==> src/rtl/mem_arb_pkg.sv <==
// ============================================================================
// Module      : mem_arb_pkg
// Description : Shared constants and helpers for the memory port arbiter.
// Revision    : 1.0 - initial release
// ============================================================================
`default_nettype none

package mem_arb_pkg;

  localparam logic [63:0] DEFAULT_BASE_ADDR = 64'h8000_0000;
  localparam int          DEFAULT_IDX_W     = 28;

  localparam logic GNT_ICACHE = 1'b0;
  localparam logic GNT_DCACHE = 1'b1;

  function automatic logic [63:0] wstrb_to_mask(input logic [7:0] wstrb);
    logic [63:0] mask;
    mask = '0;
    for (int i = 0; i < 8; i++) begin
      mask[8*i +: 8] = {8{wstrb[i]}};
    end
    return mask;
  endfunction

endpackage

`default_nettype wire

==> src/rtl/mem_arb_grant.sv <==
// ============================================================================
// Module      : mem_arb_grant
// Description : Combinational grant between fetch and data requesters.
//               MEM_ARB_ROUND_ROBIN_EN selects alternation on contention,
//               otherwise the data side always wins.
// Revision    : 1.0 - initial release
// ============================================================================
`default_nettype none

module mem_arb_grant
  import mem_arb_pkg::*;
(
  input  logic i_icache_valid,
  input  logic i_dcache_valid,
  input  logic i_last_grant,
  output logic o_grant_icache,
  output logic o_grant_dcache
);

  logic w_pick_dcache;

`ifdef MEM_ARB_ROUND_ROBIN_EN
  // On contention the side that lost the previous grant goes next.
  assign w_pick_dcache = (i_last_grant == GNT_ICACHE);
`else
  logic w_unused_last_grant;
  assign w_unused_last_grant = i_last_grant;
  assign w_pick_dcache       = 1'b1;
`endif

  always_comb begin
    o_grant_dcache = i_dcache_valid & (~i_icache_valid | w_pick_dcache);
    o_grant_icache = i_icache_valid & ~o_grant_dcache;
  end

endmodule

`default_nettype wire

==> src/rtl/mem_port_arbiter.sv <==
// ============================================================================
// Module      : mem_port_arbiter
// Description : Shares one single-port simulation memory between fetch and
//               data command interfaces; one command per cycle, registered
//               responses one cycle after acceptance.
//               Optional macro: MEM_ARB_ROUND_ROBIN_EN (see mem_arb_grant).
// Revision    : 1.0 - initial release
// ============================================================================
`default_nettype none

module mem_port_arbiter
  import mem_arb_pkg::*;
#(
  parameter logic [63:0] BASE_ADDR = DEFAULT_BASE_ADDR,
  parameter int          IDX_W     = DEFAULT_IDX_W
) (
  input  logic             clock,
  input  logic             reset_n,

  input  logic             icache_cmd_valid,
  output logic             icache_cmd_ready,
  input  logic [63:0]      icache_cmd_payload_addr,
  output logic             icache_rsp_valid,
  output logic [31:0]      icache_rsp_payload_data,

  input  logic             dcache_cmd_valid,
  output logic             dcache_cmd_ready,
  input  logic [63:0]      dcache_cmd_payload_addr,
  input  logic             dcache_cmd_payload_wen,
  input  logic [63:0]      dcache_cmd_payload_wdata,
  input  logic [7:0]       dcache_cmd_payload_wstrb,
  input  logic [2:0]       dcache_cmd_payload_size,
  output logic             dcache_rsp_valid,
  output logic [63:0]      dcache_rsp_payload_data,

  output logic             mem_en,
  output logic [IDX_W-1:0] mem_idx,
  input  logic [63:0]      mem_rdata,
  output logic [63:0]      mem_wdata,
  output logic [63:0]      mem_wmask,
  output logic             mem_wen
);

  logic        w_gnt_i_raw;
  logic        w_gnt_d_raw;
  logic        w_gnt_i;
  logic        w_gnt_d;
  logic [63:0] w_addr;
  logic [63:0] w_off;
  logic        w_unused;

  logic        r_last_grant;
  logic        r_icache_rsp_valid;
  logic [31:0] r_icache_rsp_data;
  logic        r_dcache_rsp_valid;
  logic [63:0] r_dcache_rsp_data;

  mem_arb_grant u_grant (
    .i_icache_valid (icache_cmd_valid),
    .i_dcache_valid (dcache_cmd_valid),
    .i_last_grant   (r_last_grant),
    .o_grant_icache (w_gnt_i_raw),
    .o_grant_dcache (w_gnt_d_raw)
  );

  // Grants are masked by reset so every command-side output reads 0 in reset.
  always_comb begin
    w_gnt_i = w_gnt_i_raw & reset_n;
    w_gnt_d = w_gnt_d_raw & reset_n;
    w_addr  = w_gnt_d ? dcache_cmd_payload_addr : icache_cmd_payload_addr;
    w_off   = w_addr - BASE_ADDR;

    icache_cmd_ready = w_gnt_i;
    dcache_cmd_ready = w_gnt_d;
    mem_en           = w_gnt_i | w_gnt_d;
    mem_idx          = mem_en ? w_off[IDX_W+2:3] : '0;
    mem_wen          = w_gnt_d & dcache_cmd_payload_wen;
    mem_wdata        = w_gnt_d ? dcache_cmd_payload_wdata : 64'd0;
    mem_wmask        = w_gnt_d ? wstrb_to_mask(dcache_cmd_payload_wstrb) : 64'd0;
  end

  assign w_unused = ^{dcache_cmd_payload_size, w_off[63:IDX_W+3], w_off[1:0]};

  always_ff @(posedge clock or negedge reset_n) begin
    if (!reset_n) begin
      r_last_grant       <= GNT_DCACHE;
      r_icache_rsp_valid <= 1'b0;
      r_icache_rsp_data  <= '0;
      r_dcache_rsp_valid <= 1'b0;
      r_dcache_rsp_data  <= '0;
    end else begin
      r_icache_rsp_valid <= w_gnt_i;
      r_dcache_rsp_valid <= w_gnt_d & ~dcache_cmd_payload_wen;
      if (w_gnt_i) begin
        r_last_grant      <= GNT_ICACHE;
        r_icache_rsp_data <= w_off[2] ? mem_rdata[63:32] : mem_rdata[31:0];
      end
      if (w_gnt_d) begin
        r_last_grant <= GNT_DCACHE;
        if (!dcache_cmd_payload_wen) begin
          r_dcache_rsp_data <= mem_rdata;
        end
      end
    end
  end

  assign icache_rsp_valid        = r_icache_rsp_valid;
  assign icache_rsp_payload_data = r_icache_rsp_data;
  assign dcache_rsp_valid        = r_dcache_rsp_valid;
  assign dcache_rsp_payload_data = r_dcache_rsp_data;

endmodule

`default_nettype wire

==> config.mk <==
export PLATFORM = sky130hd
export DESIGN_NAME = mem_port_arbiter
export DESIGN_NICKNAME = d
export VERILOG_FILES = /design/src/rtl/mem_arb_pkg.sv /design/src/rtl/mem_arb_grant.sv /design/src/rtl/mem_port_arbiter.sv
export SDC_FILE = /design/constraint.sdc
export NUM_CORES = 1
export LEC_CHECK = 0
export ABC_AREA = 1
export BUFFER_PORTS_ARGS = -buffer_cell sky130_fd_sc_hd__buf_2
export CORE_AREA = 2 2 206 208
export CTS_CLUSTER_DIAMETER = 30
export DETAILED_ROUTE_END_ITERATION = 10
export DIE_AREA = 0 0 208 210
export PLACE_DENSITY = 0.47
export SYNTH_ARGS = -nofsm -noshare
export SYNTH_HDL_FRONTEND = slang
export SYNTH_SLANG_ARGS = --single-unit
==> constraint.sdc <==
create_clock -name clock -period 1.6 [get_ports clock]
set_clock_uncertainty 0.1 [all_clocks]
set_input_delay 0.16 -clock clock [delete_from_list [all_inputs] [get_ports clock]]
set_output_delay 0.16 -clock clock [all_outputs]
set_load 0.005 [all_outputs]
# After elaboration in Yosys (flattened, before gate mapping)
# Cells that the tools add are included.
[word_totals]
ff_bits = 98
rom_bits = 0
elab_cells = 19
ram_bits = 0
input_bits = 272
latchBits = 0
memories = 0
[op_classes]
n_lt_le_gt_ge = 0
shift = 0
n_eq_ne = 0
div = 0
n_mul = 0
n_bitwise = 8
reduce_logical = 1
n_addsub = 1
mux = 5
[ops]
columns = ["cell", "n"]
rows = [
  ["two-way mux 64 bit", 2],
  ["two-way mux 32 bit", 1],
  ["two-way mux 31 bit", 1],
  ["subtractor 31 x 1 -> 31 bit (second input constant)", 1],
  ["two-way mux 28 bit", 1],
  ["bitwise AND 1 bit", 5],
  ["NOT 1 bit", 2],
  ["AND reduction 2 bit", 1],
  ["OR 1 bit", 1],
]

# Longest topological paths before layout
# Gate-level depths: netlist of run 1.
[logic_depth]
ltp_word = 5
ltp_mapped = 7
depth_no_buf = 6

# Hierarchy
# From an unflattened synthesis of run 1, not the netlist that was laid out.
[hier_totals]
cells_unflattened = 799
area_unflattened_um2 = 5557.8
[modules_own_cells]
columns = ["mod", "area_each_um2", "cells_per_inst", "n_inst"]
rows = [
  ["mem_port_arbiter", 5540.3, 796, 1],
  ["mem_arb_grant", 17.5, 3, 1],
]

# Least setup slack after synthesis of run 1
# Ideal clock, no wire load.
[synth_path]
kind = "in2out"
from = "input port reset_n"
to = "output port mem_wmask[10]"
arrival_time_ns = 1.102
stages = 5
setup_slack_ns = 0.238
path_cell_list = "nand2_2 -> buf_4 -> clkbuf_1 -> nor2_1 -> buf_4"
[synth_via]
elab_chain_cells = 2
[synth_rtl]
columns = ["item", "line_no", "text"]
rows = [
  ["start, declared", "mem_port_arbiter.sv:18", "input logic reset_n,"],
  ["bitwise AND 1 bit", "mem_port_arbiter.sv:69", "w_gnt_d = w_gnt_d_raw & reset_n;"],
  ["two-way mux 64 bit", "mem_port_arbiter.sv:79", "mem_wmask = w_gnt_d ? wstrb_to_mask(dcache_cmd_payload_wstrb) : 64'd0;"],
  ["end, declared", "mem_port_arbiter.sv:40", "output logic [63:0] mem_wmask,"],
]
# Every way passes these cells.

# Worst setup path after layout of run 1
[layout_path]
from = "input port reset_n"
to = "output port mem_idx[4]"
[layout_via]
elab_chain_cells = 4
[layout_rtl]
columns = ["item", "line_no", "text"]
rows = [
  ["bitwise AND 1 bit", "mem_port_arbiter.sv:69", ""],
  ["two-way mux 31 bit", "mem_port_arbiter.sv:70", "w_addr = w_gnt_d ? dcache_cmd_payload_addr : icache_cmd_payload_addr;"],
  ["subtractor 31 x 1 -> 31 bit", "mem_port_arbiter.sv:71", "w_off = w_addr - BASE_ADDR;"],
  ["two-way mux 28 bit *", "mem_port_arbiter.sv:76", "mem_idx = mem_en ? w_off[IDX_W+2:3] : '0;"],
  ["end, declared", "mem_port_arbiter.sv:37", "output logic [IDX_W-1:0] mem_idx,"],
]
# Mark *: on every way between the ends. The rest lies on a longest branch, timed or not.

==> results of run 1 <==
-- critical path, delay by kind of cell --
| kind | cells | cell delay [ns] |
|---|---|---|
| buffers and inverters | 4 | 0.52 |
| AND/OR/NAND/NOR | 3 | 0.43 |
| AO/OA/AOI/OAI | 1 | 0.16 |
-- where the power goes --
group,internal (mW),switching [mW],total (mW)
Combinational,1.09,1.23,2.32
Sequential,2.88,0.223,3.11
Clock,1.13,1.10,2.23
-- cells in the final DEF, fill, tap and decap left out, types with 2 or more instances in the layout --
cell type / instances
buf_12: 10
buf_2: 455
buf_4: 33
clkbuf_16: 10
dfrtp_1: 98
dlygate4sd3_1: 65
inv_1: 138
inv_6: 2
inv_8: 2
nand2_1: 161
nand2_2: 3
nand3_1: 64
nor2_1: 119
nor2_2: 7
nor2_4: 4
o21ai_0: 36
o21ai_1: 56
-- area by class of cell --
cell class              instances  area, sq um
flip-flops and latches         98         2452
diodes                          1        2.502
repair buffers                567         3472
clock inverters                 6        56.30
clock buffers                  10        239.0
multi-input cells             453         1981
fillers                      4683        32070
inverters                     140        528.0
well taps                     539        674.4
-- worst min-delay path by stage --
stage / depth (start not counted) / slack [ns] / start / to
after detailed placement: 2 / 0.04 / reset_n / dcache_rsp_payload_data[53]$_DFFE_PN0P_
after CTS: 3 / 0.06 / mem_rdata[62] / dcache_rsp_payload_data[62]$_DFFE_PN0P_
after global placement: 2 / 0.05 / reset_n / icache_rsp_payload_data[21]$_DFFE_PN0P_
after global routing: 3 / 0.06 / mem_rdata[62] / dcache_rsp_payload_data[62]$_DFFE_PN0P_
final: 3 / 0.05 / mem_rdata[62] / dcache_rsp_payload_data[62]$_DFFE_PN0P_
after floorplan: 0 / -0.24 / reset_n / dcache_rsp_payload_data[0]$_DFFE_PN0P_
-- metrics by stage --
step | cells | total power, mW
6_report | 1814 | 7.656
5_1_grt | 1814 | 8.188
4_1_cts | 1812 | 7.803
3_5_place_dp | 1727 | 5.329
3_3_place_gp | 1727 | 5.316
2_1_floorplan | 793 | 3.991
-- cell families (layout without fill, tap and decap cells) --
family / after synthesis / in the layout
AO/OA/AOI/OAI: 92 / 92
other: 0 / 1
buffers and inverters: 242 / 723
flip-flops: 98 / 98
AND/OR/NAND/NOR: 361 / 361
-- synthesized netlist by cell type (all sizes together) --
cell | instances | area share [%]
inv | 140 | 9.5
o21ai | 92 | 8.3
nor2 | 130 | 8.9
nand3 | 65 | 5.9
buf | 83 | 10
nand2 | 166 | 11
clkbuf | 19 | 1.3
dfrtp | 98 | 44
-- repair_timing --
action	4_1_cts	5_1_grt
buffers inserted	3	0
hold buffers	65	0
endpoints found under the setup margin	10	9
cloned	1	1
resized for setup	15	5
pin swaps	3	2
endpoints found under the hold margin	178	0
-- flip-flops by register name (all words and copies together) (netlist names) --
name / flops
dcache_rsp_payload_data: 64
icache_rsp_valid: 1
icache_rsp_payload_data: 32
dcache_rsp_valid: 1
-- layer usage --
layer / vias up / track usage (%) / wire length, um
met3: 32 / 4.157 / 2264
li1: 3273 / - / -
met1: 3133 / 17.24 / 13400
met2: 296 / 22.40 / 14540
met5: - / 0 / 0
met4: 0 / 4.329 / 829
==> impl_metrics.json, run 1 <==
{
  "status": "finished, final reports clean",
  "synthMuxAreaShare_pct": 0,
  "grt_pass1_vias": 6808,
  "rsz0062_at_grt": "false",
  "clkSinkCount": 98,
  "port_buffers": 456,
  "rr_startpoint": "dcache_rsp_payload_data[46]$_DFFE_PN0P_",
  "area_growth_pct": 70.03,
  "place_hpwl_mm": 25.03,
  "worst_slack_ns": 0.05317,
  "dieWidth_um": 208,
  "critPathLaunchType": "input pin",
  "syn_inst": 793,
  "start_util_pct": 13.34,
  "min_period_ns": 1.547,
  "placed_area_sq_mm": 0.008309,
  "place_ws_ns": -0.2954,
  "cp_slowest_cell": "nor2_2",
  "cts_max_path_buffers": 2,
  "yosysUniqueCellTypes": 15,
  "synth-xor-area-share_pct": 0,
  "die_area_sq_mm": 0.04368,
  "yosysWarnings": 0,
  "overflow": 0,
  "vias_per_cell": 3.712,
  "cp.required_ns": 1.34,
  "via_count": 6734,
  "max_clock_freq_ghz": 0.6465,
  "worstRegToRegCells": 2,
  "drtPass1Iterations": 4,
  "worstSkewPairLatency_ns": 0.36,
  "drive_gt1_share_pct": 42.15,
  "path_class": "in2out",
  "hp-class": "in2reg",
  "slew_viol_final": 0,
  "cp.arrival_ns": 1.29,
  "synth-adder-area-share_pct": 0,
  "cts_tree": "yes",
  "antenna_found_initial": 2,
  "post-route-period-util_pct": 96.68,
  "drtIter0Drc": 310,
  "remaining_drc_errors": 0,
  "finalSetupTns_ns": 0,
  "routed_wl_mm": 31.03,
  "synth_compound_area_share_pct": 8.324,
  "cp_max_fo": 10,
  "syn_nets": 1065,
  "whs_ns": 0.05415,
  "globalplace.congestion": 0.8731,
  "syn_area_sq_mm": 0.005532,
  "grt_pass1_wl_mm": 43.94,
  "cts-root-buf": "clkbuf_16",
  "grt_max_degree": 57,
  "synth-seq-area-share_pct": 44.33,
  "final_area_sq_mm": 0.009405,
  "path_cells": "buf_4 -> nand2_8 -> nand2_2 -> buf_12 -> buf_12 -> o21ai_0 -> nor2_2 -> buf_2",
  "synth_top_family_by_area": "simple AND/OR/NAND/NOR gates",
  "hold_viol_final": 0,
  "max-vdd-ir-drop_mv": 0.4627,
  "coreArea_sq_mm": 0.04148,
  "cp-end-kind": "output port",
  "powerDensity_mw_per_mm2": 814.1,
  "syn_avg_cell_area_sq_um": 6.975,
  "cts.clk_slew.worst_paths_ns": 0.07,
  "wl_per_cell_um": 17.11,
  "finalCoreUtilization_pct": 22.68,
  "htreeDepth": 3,
  "max-cap-violations": 0,
  "startpoint": "reset_n",
  "cts_made_buffers": 9,
  "ios": 530,
  "reg2reg_slack_ns": 0.84,
  "p_leak_nw": 5.699,
  "crit_end": "mem_idx[4]",
  "critPathMaxStageDelay_ns": 0.24,
  "die_h_um": 210,
  "relSlewSlack_pct": 56.05,
  "setup_viol": 0,
  "worstMarginPinSlew_ns": 0.6593,
  "rr_endpoint": "dcache_rsp_payload_data[46]$_DFFE_PN0P_",
  "worst_path_most_repeated_cell": "buf_12",
  "synth_simple_gate_area_share_pct": 26.10,
  "nNetsFinal": 1541,
  "grtUsageTotal_pct": 13.69,
  "detail-route-antenna-nets": 0,
  "ys_ff_latch": 98,
  "num_rows": 75
}
Power figures use the tool's default switching activity.
==> inputs of run 2 (changes only) <==
--- a/config.mk
+++ b/config.mk
@@ -6,12 +6,12 @@
 export NUM_CORES = 1
 export LEC_CHECK = 0
 export ABC_AREA = 1
-export BUFFER_PORTS_ARGS = -buffer_cell sky130_fd_sc_hd__buf_2
+export BUFFER_PORTS_ARGS = -buffer_cell sky130_fd_sc_hd__buf_4
 export CORE_AREA = 2 2 206 208
 export CTS_CLUSTER_DIAMETER = 30
 export DETAILED_ROUTE_END_ITERATION = 10
 export DIE_AREA = 0 0 208 210
-export PLACE_DENSITY = 0.47
+export PLACE_DENSITY = 0.46
 export SYNTH_ARGS = -nofsm -noshare
 export SYNTH_HDL_FRONTEND = slang
 export SYNTH_SLANG_ARGS = --single-unit
==> impl_metrics.json, run 2 (synthesized netlist as in run 1, its figures left out) <==
{
  "via_count": 6634,
  "cts.clk_slew.worst_paths_ns": 0.07,
  "hp-class": "in2reg",
  "ios": 530,
  "rr_endpoint": "dcache_rsp_payload_data[35]$_DFFE_PN0P_",
  "min_period_ns": 1.495,
  "vias_per_cell": 3.708,
  "path_delay_family": "buffers and inverters",
  "worst_slack_ns": 0.1050,
  "finalCoreUtilization_pct": 24.79,
  "area_growth_pct": 85.86,
  "nNetsFinal": 1517,
  "cp-end-kind": "output port",
  "drtPass1Iterations": 4,
  "worst_path_most_repeated_cell": "buf_4",
  "dieWidth_um": 208,
  "cts_made_buffers": 9,
  "grt_max_degree": 54,
  "detail-route-antenna-nets": 0,
  "critPathMaxStageDelay_ns": 0.22,
  "antenna_found_initial": 1,
  "grt_pass1_vias": 6730,
  "status": "finished, final reports clean",
  "cts_max_path_buffers": 2,
  "post-route-period-util_pct": 93.44,
  "num_rows": 75,
  "powerDensity_mw_per_mm2": 792.1,
  "globalplace.congestion": 0.9170,
  "max-vdd-ir-drop_mv": 0.4475,
  "cts_setup_buffers": 0,
  "rr_startpoint": "dcache_rsp_payload_data[35]$_DFFE_PN0P_",
  "slew_viol_final": 0,
  "die_h_um": 210,
  "dp.cells": 1713,
  "worstSkewPairLatency_ns": 0.35,
  "crit_end": "mem_idx[7]",
  "layout_common_cells": "buf_4 (471), nand2_1 (162), inv_1 (138), nor2_1 (125), dfrtp_1 (98)",
  "wl_per_cell_um": 17.00,
  "final_area_sq_mm": 0.01028,
  "worstMarginPinSlew_ns": 0.7166,
  "relSlewSlack_pct": 52.16,
  "worst-path-buf-inv": 3,
  "max-cap-violations": 0,
  "finalSetupTns_ns": 0,
  "critPathLaunchType": "input pin",
  "largest_reg_flops": 64,
  "die_area_sq_mm": 0.04368,
  "place_hpwl_mm": 24.57,
  "cts-root-buf": "clkbuf_16",
  "worstRegToRegCells": 2,
  "startpoint": "reset_n",
  "holdCritStartpoint": "mem_rdata[21]",
  "diodes": 0,
  "cp.required_ns": 1.34,
  "p_leak_nw": 5.826,
  "htreeDepth": 3,
  "filler_cell_count": 4634,
  "path_depth": 6,
  "grtUsageTotal_pct": 13.40,
  "clkSinkCount": 98,
  "power_mw": 8.144,
  "cp.arrival_ns": 1.24,
  "setup_viol": 0,
  "port_buffers": 456,
  "remaining_drc_errors": 0,
  "placed_area_sq_mm": 0.009330,
  "hold_viol_final": 0,
  "place_ws_ns": -0.04534,
  "grt_pass1_wl_mm": 44.05,
  "drtIter0Drc": 316,
  "drive_gt1_share_pct": 40.88,
  "routed_wl_mm": 30.41,
  "cts_tree": "yes",
  "cp_slowest_cell": "buf_16",
  "final_cells": 1789,
  "path_class": "in2out",
  "reg2reg_slack_ns": 0.85,
  "overflow": 0,
  "layout_commonest_cell": "buf_4",
  "coreArea_sq_mm": 0.04148,
  "whs_ns": 0.01684,
  "start_util_pct": 13.34,
  "max_clock_freq_ghz": 0.6689,
  "cp_max_fo": 47,
  "rsz0062_at_grt": "true",
  "path_cells": "buf_4 -> nand2_4 -> buf_16 -> o21ai_0 -> nor2_1 -> buf_4"
}
[run 2: changes by cell type in the layout (fill, tap and decap cells not counted), moves of 3 or more]
cell / delta
dlygate4sd3_1: -5
nor2_2: -3
buf_2: -455
buf_4: +438
nor2_4: -3
nor2_1: +6
[run 2: cell type report]
type / instances / area [sq um] / area share [%]
Tap cell: 539 / 674.4 / 6.560
Multi-Input combinational cell: 453 / 1939 / 18.86
Clock buffer: 10 / 239.0 / 2.324
Timing Repair Buffer: 543 / 4367 / 42.47
Clock inverter: 6 / 83.83 / 0.8154
Sequential cell: 98 / 2452 / 23.85
Inverter: 140 / 525.5 / 5.111
[run 2: timing repair]
item	CTS	global route
hold endpoints to repair	132	0
gates resized for setup	0	8
setup endpoints to repair	0	58
hold buffers	60	0
[run 2: worst min-delay path, delay by kind of cell]
family | cells | cell delay [ns]
AO/OA/AOI/OAI | 1 | 0.13
buffers and inverters | 2 | 0.13
[run 2: report_power, final]
part / internal [mW] / switching [mW] / leakage [nW]
clock: 1.29 / 1.08 / 0.158
sequential: 2.88 / 0.244 / 1.22
combinational: 1.46 / 1.18 / 4.45
[run 2: how the worst min path moves through the flow]
stage | endpoint | slack, ns | depth (start not counted)
after floorplan | dcache_rsp_payload_data[0]$_DFFE_PN0P_ | -0.24 | 0
after global placement | icache_rsp_payload_data[19]$_DFFE_PN0P_ | 0.17 | 2
after detailed placement | dcache_rsp_payload_data[51]$_DFFE_PN0P_ | 0.18 | 2
after CTS | dcache_rsp_payload_data[19]$_DFFE_PN0P_ | 0.0007 | 3
after global routing | dcache_rsp_payload_data[57]$_DFFE_PN0P_ | 0.01 | 3
final | dcache_rsp_payload_data[21]$_DFFE_PN0P_ | 0.02 | 3
[run 2: routing by layer]
layer / up-vias / global-route usage [%] / routed length [um]
li1: 3215 / - / -
met1: 3099 / 15.33 / 11640
met2: 294 / 23.35 / 15030
met3: 24 / 4.395 / 2807
met4: 2 / 4.769 / 922
met5: - / 0 / 13
